## config.mk

```make
export PLATFORM = sky130hd
export DESIGN_NAME = pc_redirect_gen
export DESIGN_NICKNAME = d
export VERILOG_FILES = /design/src/rtl/pc_pkg.sv /design/src/rtl/pc_redirect_arb.sv /design/src/rtl/pc_redirect_gen.sv
export SDC_FILE = /design/constraint.sdc
export NUM_CORES = 1
export LEC_CHECK = 0
export CORE_MARGIN = 2
export CORE_UTILIZATION = 41
export DETAILED_ROUTE_END_ITERATION = 8
export HOLD_SLACK_MARGIN = 0.05
export PLACE_DENSITY = 0.68
export SYNTH_ARGS = -nofsm -noshare
export SYNTH_HDL_FRONTEND = slang
export SYNTH_SLANG_ARGS = --single-unit
export TNS_END_PERCENT = 30
```

## constraint.sdc

```tcl
create_clock -name clk -period 3.5 [get_ports clk]
set_input_delay 0.7 -clock clk [delete_from_list [all_inputs] [get_ports clk]]
set_output_delay 0.7 -clock clk [all_outputs]
set_load 0.005 [all_outputs]
```

## src/rtl/pc_pkg.sv

```systemverilog
// Shared types and helpers for the next-PC generator.
package pc_pkg;

  // Source that loaded the fetch PC
  typedef enum logic [2:0] {
    SRC_SEQ  = 3'd0,
    SRC_JMP  = 3'd1,
    SRC_BR   = 3'd2,
    SRC_EXC  = 3'd3,
    SRC_PEND = 3'd4
  } pc_src_t;

  localparam logic [31:0] DEFAULT_RESET_PC = 32'h0000_3000;
  localparam logic [31:0] DEFAULT_EXC_VEC  = 32'h0000_4180;

  // Priority rank of a redirect, higher wins. A buffered entry ranks
  // below every fresh redirect except when it holds an exception.
  function automatic logic [2:0] src_rank(input pc_src_t src, input logic from_pend);
    logic [2:0] r;
    r = 3'd0;
    case (src)
      SRC_EXC: r = from_pend ? 3'd4 : 3'd5;
      SRC_BR:  r = from_pend ? 3'd1 : 3'd3;
      SRC_JMP: r = from_pend ? 3'd1 : 3'd2;
      default: r = 3'd0;
    endcase
    return r;
  endfunction

endpackage

```

## src/rtl/pc_redirect_arb.sv

```systemverilog
// Combinational redirect arbiter: fixed-priority select between fresh
// redirects, a buffered entry and the sequential PC, with the target
// alignment check folded in.
module pc_redirect_arb
  import pc_pkg::*;
#(
  parameter int               WIDTH   = 32,
  parameter logic [WIDTH-1:0] EXC_VEC = WIDTH'(DEFAULT_EXC_VEC),
  parameter int               ALIGN   = 2
) (
  input  logic             exc_valid,
  input  logic             br_valid,
  input  logic [WIDTH-1:0] br_target,
  input  logic             jmp_valid,
  input  logic [WIDTH-1:0] jmp_target,
  input  logic             pend_valid,
  input  pc_src_t          pend_src,
  input  logic [WIDTH-1:0] pend_target,
  input  logic [WIDTH-1:0] seq_pc,
  output logic [WIDTH-1:0] sel_target,
  output pc_src_t          sel_src,
  output logic             sel_from_pend,
  output logic             sel_misalign
);

  logic             in_valid;
  pc_src_t          in_src;
  logic [WIDTH-1:0] in_target;
  logic             in_misalign;
  logic             take_pend;

  // Pick the fresh redirect, then decide between it and the buffered entry
  always_comb begin
    in_valid  = 1'b0;
    in_src    = SRC_SEQ;
    in_target = seq_pc;
    if (exc_valid) begin
      in_valid  = 1'b1;
      in_src    = SRC_EXC;
      in_target = EXC_VEC;
    end else if (br_valid) begin
      in_valid  = 1'b1;
      in_src    = SRC_BR;
      in_target = br_target;
    end else if (jmp_valid) begin
      in_valid  = 1'b1;
      in_src    = SRC_JMP;
      in_target = jmp_target;
    end

    in_misalign = (in_src == SRC_BR || in_src == SRC_JMP) && (|in_target[ALIGN-1:0]);
    // Fresh redirect wins ties against the buffered one
    take_pend   = pend_valid &&
                  (!in_valid || (src_rank(pend_src, 1'b1) > src_rank(in_src, 1'b0)));

    sel_target    = in_target;
    sel_src       = in_src;
    sel_from_pend = 1'b0;
    sel_misalign  = 1'b0;
    if (take_pend) begin
      sel_target    = (pend_src == SRC_EXC) ? EXC_VEC : pend_target;
      sel_src       = pend_src;
      sel_from_pend = 1'b1;
    end else if (in_misalign) begin
      sel_target   = EXC_VEC;
      sel_src      = SRC_EXC;
      sel_misalign = 1'b1;
    end
  end

endmodule

```

## src/rtl/pc_redirect_gen.sv

```systemverilog
// Next-PC generator: owns the fetch PC, buffers redirects seen while
// fetch is stalled and replays them on release.
module pc_redirect_gen
  import pc_pkg::*;
#(
  parameter int               WIDTH    = 32,
  parameter logic [WIDTH-1:0] RESET_PC = WIDTH'(DEFAULT_RESET_PC),
  parameter logic [WIDTH-1:0] EXC_VEC  = WIDTH'(DEFAULT_EXC_VEC),
  parameter int               INC      = 4,
  parameter int               ALIGN    = 2
) (
  input  logic             clk,
  input  logic             rst_n,
  input  logic             if_ready,
  input  logic             br_valid,
  input  logic [WIDTH-1:0] br_target,
  input  logic             jmp_valid,
  input  logic [WIDTH-1:0] jmp_target,
  input  logic             exc_valid,
  output logic [WIDTH-1:0] pc,
  output logic [2:0]       pc_src,
  output logic             pending,
  output logic             flush_if,
  output logic             misalign
);

  logic [WIDTH-1:0] pc_reg;
  pc_src_t          pc_src_reg;
  logic             pending_reg;
  logic [WIDTH-1:0] pend_target_reg;
  pc_src_t          pend_src_reg;
  logic             misalign_reg;

  logic [WIDTH-1:0] nx_target;
  pc_src_t          nx_src;
  logic             nx_from_pend;
  logic             nx_misalign;
  logic [WIDTH-1:0] mg_target;
  pc_src_t          mg_src;
  logic             mg_from_pend;
  logic             mg_misalign;
  logic             any_redirect;

  assign any_redirect = br_valid | jmp_valid | exc_valid;

  // Candidate for the PC register when fetch accepts
  pc_redirect_arb #(.WIDTH(WIDTH), .EXC_VEC(EXC_VEC), .ALIGN(ALIGN)) u_next_arb (
    .exc_valid    (exc_valid),
    .br_valid     (br_valid),
    .br_target    (br_target),
    .jmp_valid    (jmp_valid),
    .jmp_target   (jmp_target),
    .pend_valid   (pending_reg),
    .pend_src     (pend_src_reg),
    .pend_target  (pend_target_reg),
    .seq_pc       (pc_reg + WIDTH'(INC)),
    .sel_target   (nx_target),
    .sel_src      (nx_src),
    .sel_from_pend(nx_from_pend),
    .sel_misalign (nx_misalign)
  );

  // Merged pending entry when fetch is stalled
  pc_redirect_arb #(.WIDTH(WIDTH), .EXC_VEC(EXC_VEC), .ALIGN(ALIGN)) u_merge_arb (
    .exc_valid    (exc_valid),
    .br_valid     (br_valid),
    .br_target    (br_target),
    .jmp_valid    (jmp_valid),
    .jmp_target   (jmp_target),
    .pend_valid   (pending_reg),
    .pend_src     (pend_src_reg),
    .pend_target  (pend_target_reg),
    .seq_pc       ('0),
    .sel_target   (mg_target),
    .sel_src      (mg_src),
    .sel_from_pend(mg_from_pend),
    .sel_misalign (mg_misalign)
  );

  // PC, pending buffer and misalign pulse registers
  always_ff @(posedge clk or negedge rst_n) begin
    if (!rst_n) begin
      pc_reg          <= RESET_PC;
      pc_src_reg      <= SRC_SEQ;
      pending_reg     <= 1'b0;
      pend_target_reg <= '0;
      pend_src_reg    <= SRC_SEQ;
      misalign_reg    <= 1'b0;
    end else if (if_ready) begin
      pc_reg       <= nx_target;
      pc_src_reg   <= (nx_from_pend && nx_src != SRC_EXC) ? SRC_PEND : nx_src;
      pending_reg  <= 1'b0;
      misalign_reg <= nx_misalign;
    end else begin
      misalign_reg <= mg_misalign;
      if (any_redirect) begin
        pending_reg <= 1'b1;
        // A surviving buffered entry stays as it is
        if (!mg_from_pend) begin
          pend_target_reg <= mg_target;
          pend_src_reg    <= mg_src;
        end
      end
    end
  end

  assign pc       = pc_reg;
  assign pc_src   = pc_src_reg;
  assign pending  = pending_reg;
  assign misalign = misalign_reg;
  assign flush_if = any_redirect | (pending_reg & if_ready);

endmodule

```

Word level (Yosys, flattened, before mapping):

Index checks and enable logic that the tools add are counted.

* word-level logic and storage cells: 66
* output and inout bits: 38
* input bits: 70
* register bits after elaboration: 72

* bitwise operators: 7
* add/subtract/negate cells: 1
* equal/unequal tests: 7
* order comparisons: 1
* multiplexer cells: 31
* reductions and logical operators: 13

Operators with widths (number)
* 32-bit 2-to-1 mux: 11
* 32-bit by 3-bit adder with 32-bit output, second input constant: 1
* 3-bit 2-to-1 mux: 6
* 3-bit by 2-bit == test with 1-bit output, second input constant: 4
* 1-bit 2-to-1 mux: 12
* 3-bit one-hot mux with 3 select lines: 1
* 3-bit by 1-bit == test with 1-bit output, second input constant: 2
* 3-bit one-hot mux with 2 select lines: 1
* 2-bit OR reduction: 3
* 1-bit logical AND: 4
* 4-bit AND reduction: 1
* 3-bit greater-than comparator: 1
* 3-bit by 2-bit != test with 1-bit output, second input constant: 1
* 1-bit NOT: 3
* 1-bit OR: 3
* 3-bit AND reduction: 1
* 1-bit logical OR: 2
* 2-bit nonzero test: 1
* 1-bit AND: 1
* 1-bit logical NOT: 1

Logic depth before layout (Yosys ltp):

Gate-level depths: netlist (run 1).

* word-level depth: 12
* depth in mapped cells: 14
* depth with buffers taken out: 12

Modules after synthesis:

From an unflattened synthesis (run 1), not the netlist that was laid out.

* cell total of the unflattened synthesis: 624
* area, all modules: 5974.5 µm²

By module, submodules not included
* pc_redirect_gen: instances 1, seq. area each 1804.2 µm², area an instance 3404.5 µm², cells an instance 254
* pc_redirect_arb: instances 2, seq. area each 0.0 µm², area an instance 1285.0 µm², cells an instance 185

Least setup slack after synthesis (run 1):

No wires, ideal clock.

* path type: input-to-reg
* start: input port jmp_valid
* end: register pc_reg[22], in the netlist pc[22]
* path buffers: 3
* library setup time: 82 ps
* stages on the path: 13
* required time: 3418 ps
* arrival time: 3225 ps
* slack: 193 ps
* cell sequence: buf_2 > buf_1 > nand2_1 > nand2_1 > ha_1 > inv_1 > ha_1 > a21o_1 > a21o_1 > a211oi_2 > buf_2 > o21ai_0 > a31oi_1

* word-level cells in the longest chain between the ends: 9
* elaborated cells on any way between the ends: 22
* those cells by class: 1 x order compare; 3 x eq/ne; 12 x mux; 6 x reduce/logical

RTL lines
* start, declared: RTL line pc_redirect_gen.sv:17 `input logic jmp_valid,`
* 1-bit 2-to-1 mux: RTL line pc_redirect_arb.sv:45 `end else if (jmp_valid) begin`
* 3-bit 2-to-1 mux: RTL line pc_redirect_arb.sv:41 `end else if (br_valid) begin`
* 3-bit 2-to-1 mux: RTL line pc_redirect_arb.sv:37 `if (exc_valid) begin`
* 3-bit by 1-bit == test with 1-bit output, or another cell as far along: RTL line pc_pkg.sv:21, pc_redirect_arb.sv:51
* 3-bit one-hot mux with 3 select lines: RTL line pc_pkg.sv:21 `case (src)`
* 3-bit greater-than comparator: RTL line pc_redirect_arb.sv:54 `(!in_valid || (src_rank(pend_src, 1'b1) > src_rank(in_src, 1'b0)));`
* 1-bit logical OR: RTL line pc_redirect_arb.sv:54
* 1-bit logical AND: RTL line pc_redirect_arb.sv:53 `take_pend = pend_valid &&`
* 32-bit 2-to-1 mux *: RTL line pc_redirect_arb.sv:60 `if (take_pend) begin`
* end signal, assigned: RTL line pc_redirect_gen.sv:90 `pc_reg <= nx_target;`
* end, declared: RTL line pc_redirect_gen.sv:27 `logic [WIDTH-1:0] pc_reg;`

Every way passes the cells marked *; elsewhere a longest branch is shown, timed or not.
A chain may end at the register's enable or synchronous reset.

Worst setup path in the final report (run 1):

* start: input port exc_valid
* end: output port flush_if

* word-level cells in the longest chain between the ends: 2

RTL lines
* start, declared: RTL line pc_redirect_gen.sv:19 `input logic exc_valid,`
* 1-bit OR: RTL line pc_redirect_gen.sv:44 `assign any_redirect = br_valid | jmp_valid | exc_valid;`
* 1-bit OR: RTL line pc_redirect_gen.sv:111 `assign flush_if = any_redirect | (pending_reg & if_ready);`
* end, declared: RTL line pc_redirect_gen.sv:23 `output logic flush_if,`

Every way passes these cells.

==> flow_metrics.py, run 1 <==
metrics = {
    "status": {
        "status": "finished, final reports clean",
    },
    "synthesis": {
        "synth-edff-count": 0,
        "synth.largest_area_cell": "dfrtp_1",
        "synthTopCellsByCount": "nand2_1 (86), dfrtp_1 (69), nor2_1 (53)",
        "syn_avg_cell_area_um2": 8.241,
        "yosysTopAreaCellShare_pct": 37.48,
        "synth_nets": 635,
        "synth_cells": 559,
        "yosysMostFrequentCell": "nand2_1",
        "yosysSeqAreaShare_pct": 38.62,
        "synth_top_cells_by_area": "dfrtp_1 (37%), nand2_1 (7.0%), o21ai_0 (5.0%), nor2_1 (4.3%), mux2i_1 (3.5%)",
        "ys_ff_latch": 71,
        "ys_async_sr_fraction_pct": 100.0,
        "synth_warnings": 0,
        "ys.flop_type": "dfrtp_1",
        "synth_cell_types": 60,
        "netlist_area_um2": 4607,
    },
    "clock_network": {
        "post_cts_resized": 0,
        "cts_inserted_buffers": 9,
        "tritoncts": "done",
        "clk_latency_ns": 0.34,
        "hold_buffers": 0,
        "cts_max_level": 3,
        "cts_sinks": 71,
        "clk_pin_slew_worst_paths_ns": 0.06,
        "clk_path_buf_depth": 2,
        "cts_post_setup_buffers_inserted": 0,
        "cts-root-buf": "clkbuf_8",
    },
    "timing": {
        "max_freq_mhz": 312.4,
        "skew_ns": 0.01036,
        "finalSetupTns_ns": 0,
        "finalSetupViolations": 0,
        "min_period_over_period_pct": 91.45,
        "max_slew_margin_pct": 39.09,
        "worst_pin_slew_ns": 0.9137,
        "finalHoldViolCount": 0,
        "finalMaxSlewViolations": 0,
        "rsz0062_at_grt": "false",
        "post-route-min-period_ns": 3.201,
    },
    "drt": {
        "via_per_inst": 5.870,
        "drc_errors": 0,
        "first_iter_violations": 328,
        "first_pass_iters": 5,
        "antenna_left": 0,
        "vias": 4708,
        "wl_per_cell_um": 18.46,
        "wl_um": 14810,
    },
    "floorplan": {
        "die_x_um": 110,
        "die_y_um": 110,
        "design.core.area_um2": 10890,
        "rows": 38,
        "initial_utilization_pct": 42.31,
        "die-area_um2": 12100,
        "pin_count": 108,
    },
    "worst_setup_path": {
        "crit_buf_inv": 3,
        "crit_path_cell_trace": "clkdlybuf4s50_1 -> buf_4 -> nor3_1 -> nand2_1 -> clkdlybuf4s50_1",
        "crit_arrival_ns": 2.50,
        "cpMostUsedCell": "clkdlybuf4s50_1",
        "criticalPathCategory": "in -> out",
        "endpoint_kind": "output pin",
        "crit_fanout": 20,
        "cp_slowest_cell": "nor3_1",
        "crit_required_ns": 2.80,
        "cpPeakStageDelay_ns": 0.55,
        "crit_family": "buffers and inverters",
        "startpoint_type": "primary input",
    },
    "final_layout": {
        "fill_cells": 1051,
        "nets": 735,
        "seq_area_um2": 1779,
        "multi_input_area_um2": 2610,
        "drive_gt1_share_pct": 8.308,
        "num_antenna_cells": 0,
        "fin_cells": 802,
        "syn2layout_area_growth_pct": 30.47,
    },
    "global_route": {
        "grt-ovfl-total": 0,
        "met2_usage_pct": 41.15,
        "busiest_layer": "met2",
        "grt_pass1_wl_um": 23100,
        "antenna_found_initial": 0,
        "grt_use_met1_pct": 33.50,
        "grt_max_degree": 73,
        "use_met3_pct": 3.057,
        "grt.total_usage_pct": 25.08,
        "grt_pass1_vias": 4492,
    },
    "placement": {
        "dpl.hpwl_um": 10500,
        "dp_cells": 788,
        "io_buffers": 107,
        "finalWeightedCongestion": 0.8829,
    },
    "job": {
        "drv_cap": 0,
    },
    "power": {
        "switchingPower_mw": 0.8525,
        "p_seq_share_pct": 44.2,
        "p_clk_share_pct": 23.9,
        "ir_drop_uv": 203.3,
        "power_frac_comb_pct": 31.9,
        "leakage_nw": 2.417,
        "cellPowerDensity_nw_per_um2": 413.9,
        "p_int_mw": 1.635,
        "swShare_pct": 34.27,
    },
    "hold_path": {
        "holdCritPathClass": "reg -> reg",
    },
}
## worst reg2reg max path, cell delays in order (launching register included)
cell and delay [ns]:
dfrtp_1 0.47, ha_1 0.28, nand4_1 0.25, or3_1 0.60
or4_1 0.56, a221oi_1 0.26, o21ai_0 0.11, a31oi_1 0.18
## power by group through the flow
stage	Combinational [mW]	Clock, mW	Sequential (mW)
finish	0.795	0.594	1.10
global route	0.878	0.635	1.12
CTS	0.793	0.603	1.10
detailed placement	0.789	0	1.11
global placement	0.772	0	1.10
floorplan	0.424	0	1.07
## final cells by class
type                            count  area share, %
Multi-Input combinational cell    433          43.42
Inverter                           17          1.062
Clock buffer                       13          2.644
Sequential cell                    71          29.60
Timing Repair Buffer              127          20.27
Clock inverter                      1        0.08326
Tap cell                          140          2.914
## layout by cell type, fill, tap and decap left out, types with 8 or more instances in the layout
cell,instances
nor2_1,53
dfrtp_1,69
buf_4,19
mux2i_1,16
xnor2_1,11
o21ai_0,46
nor3_1,8
clkbuf_8,11
nand3_1,10
inv_1,17
nand4_1,10
nand2_1,86
clkdlybuf4s50_1,104
a31oi_1,22
a21oi_1,22
a22oi_1,20
o22ai_1,8
## through the flow
stage          total power [mW]  setup WS [ns]  utilization (%)  hold WS, ns  area, um2
4_1_cts                   2.493         0.3133            55.21       0.4882       6011
5_1_grt                   2.631         0.2088            55.21       0.5060       6011
2_1_floorplan             1.493         0.1926                -       0.4044       4607
3_3_place_gp              1.877         0.2095            53.70       0.4573       5847
3_5_place_dp              1.901         0.1106            53.70       0.4723       5847
6_report                  2.488         0.2991            55.21       0.4811       6011
## layer usage
metal / share of wire [%] / vias up
li1: - / 2239
met1: 43 / 2266
met2: 48 / 175
met3: 6.3 / 28
met4: 2.4 / 0
met5: 0 / -
## kinds of logic after synthesis
kind of cell | Yosys count | share of synthesized area (%)
xor+xnor | 15 | 2.852
simple gates | 205 | 20.64
fa+ha+maj | 6 | 1.630
flops | 71 | 38.62
compound gates | 190 | 27.76
buf+inv | 55 | 4.780
mux | 17 | 3.721
## worst paths after layout
kind                                     start                  end  slack [ns]  cells past startpoint
max in group asynchronous                rst_n      pend_src_reg[1]        2.34                      2
max reg2reg                              pc[2]               pc[22]        0.73                      7
min in group asynchronous                rst_n                pc[6]        0.56                      2
max                                  exc_valid             flush_if        0.30                      5
min reg2reg                pend_target_reg[15]  pend_target_reg[15]        0.48                      2
min                        pend_target_reg[15]  pend_target_reg[15]        0.48                      2
No activity file was read; power rests on OpenSTA's default activity.
==> run 2, diff against run 1 <==
--- a/config.mk
+++ b/config.mk
@@ -9,6 +9,7 @@
 export CORE_UTILIZATION = 41
 export DETAILED_ROUTE_END_ITERATION = 8
 export HOLD_SLACK_MARGIN = 0.05
+export MAX_ROUTING_LAYER = met4
 export PLACE_DENSITY = 0.68
 export SYNTH_ARGS = -nofsm -noshare
 export SYNTH_HDL_FRONTEND = slang
==> flow_metrics.py, run 2 (same netlist as run 1, synthesis figures left out) <==
metrics = {
    "final_layout": {
        "drive_gt1_share_pct": 8.597,
        "syn2layout_area_growth_pct": 32.37,
        "design_area_um2": 6098,
        "fill_cells": 1019,
        "num_antenna_cells": 0,
        "nets": 734,
        "multi_input_area_um2": 2610,
        "seq_area_um2": 1779,
        "final_common_cell": "clkdlybuf4s50_1",
        "final_cell_mix": "clkdlybuf4s50_1 (104), nand2_1 (86), dfrtp_1 (69), nor2_1 (53), o21ai_0 (46)",
    },
    "drt": {
        "vias": 4764,
        "wl_um": 14570,
        "via_per_inst": 5.933,
        "first_iter_violations": 287,
        "first_pass_iters": 5,
        "wl_per_cell_um": 18.14,
        "antenna_left": 0,
        "drc_errors": 0,
    },
    "job": {
        "drv_cap": 0,
    },
    "timing": {
        "min_period_over_period_pct": 90.49,
        "skew_ns": 0.01185,
        "max_slew_margin_pct": 47.21,
        "rsz0062_at_grt": "false",
        "finalSetupTns_ns": 0,
        "max_freq_mhz": 315.7,
        "finalHoldViolCount": 0,
        "finalSetupViolations": 0,
        "finalMaxSlewViolations": 0,
        "worst_pin_slew_ns": 0.7883,
        "post-route-min-period_ns": 3.167,
    },
    "placement": {
        "io_buffers": 107,
        "placed_cell_area_um2": 5852,
        "finalWeightedCongestion": 0.8902,
        "dpl.hpwl_um": 10210,
    },
    "floorplan": {
        "die_x_um": 110,
        "die-area_um2": 12100,
        "rows": 38,
        "die_y_um": 110,
        "design.core.area_um2": 10890,
        "initial_utilization_pct": 42.31,
        "pin_count": 108,
    },
    "clock_network": {
        "tritoncts": "done",
        "clk_latency_ns": 0.35,
        "cts-root-buf": "clkbuf_8",
        "clk_path_buf_depth": 2,
        "cts_post_setup_buffers_inserted": 0,
        "cts_sinks": 71,
        "post_cts_resized": 0,
        "cts_inserted_buffers": 9,
        "hold_buffers": 0,
        "clk_pin_slew_worst_paths_ns": 0.08,
        "cts_max_level": 3,
    },
    "power": {
        "leakage_nw": 2.447,
        "cellPowerDensity_nw_per_um2": 444.7,
        "ir_drop_uv": 224.2,
    },
    "worst_setup_path": {
        "crit_required_ns": 2.80,
        "crit_fanout": 20,
        "criticalPathCategory": "in -> out",
        "endpoint_kind": "output pin",
        "startpoint_type": "primary input",
        "crit_arrival_ns": 2.47,
    },
    "global_route": {
        "grt-ovfl-total": 0,
        "grt_pass1_wl_um": 22990,
        "grt.total_usage_pct": 25.51,
        "antenna_found_initial": 0,
        "grt_pass1_vias": 4447,
        "grt_max_degree": 73,
    },
    "status": {
        "status": "finished, final reports clean",
    },
    "hold_path": {
        "holdCritPathClass": "in -> async",
    },
}
-- run 2: critical path, cell delays in order --
cell and delay (ns):
clkdlybuf4s50_1 0.44, buf_4 0.23, nor3_1 0.53, nand2_1 0.10, clkdlybuf4s50_1 0.47
-- run 2: where the power goes --
group          internal (mW)  total (mW)  switching [mW]
Clock                  0.493       0.823           0.330
Combinational          0.397       0.792           0.394
Sequential             0.949        1.10           0.148
-- run 2: area by class of cell --
type                       instances  share of cell area (%)
clock buffer                      11                   2.318
timing repair buffer             126                   20.07
sequential                        71                   29.18
clock inverter                     5                   1.723
multi-input combinational        433                   42.80
tap                              140                   2.872
inverter                          17                   1.046
-- run 2: per-stage QoR --
step,hold WS (ns),worst slack (ns),utilization [%],total power [mW],cells
global route,0.4601,0.2914,56.01,2.861,803
finish,0.4067,0.3328,56.01,2.712,803
detailed placement,0.4664,0.1317,53.75,1.896,787
CTS,0.4157,0.3464,56.01,2.720,803
global placement,0.4572,0.1990,53.75,1.879,787
floorplan,0.4044,0.1926,-,1.493,559
-- run 2: final timing paths --
| kind | from | end | slack [ns] | cells after the start |
|---|---|---|---|---|
| min in group clk | pend_target_reg[8] | pend_target_reg[8] | 0.48 | 2 |
| worst max register to register | pc[2] | pc[22] | 0.74 | 7 |
| max in group asynchronous | rst_n | pc[13] | 2.37 | 2 |
| worst max-delay path | exc_valid | flush_if | 0.33 | 5 |
| worst min-delay path | rst_n | pc[6] | 0.41 | 1 |
| worst min register to register | pend_target_reg[8] | pend_target_reg[8] | 0.48 | 2 |
-- run 2: per-layer routing --
layer  up-vias  routed length, um  track usage, %  share of wire (%)
li1       2255                  -               -                  -
met1      2306               6435           33.58                 44
met2       181               6942           39.83                 48
met3        22                846           3.057                5.8
met4         0                342           10.85                2.3
met5         -                  0               -                  0
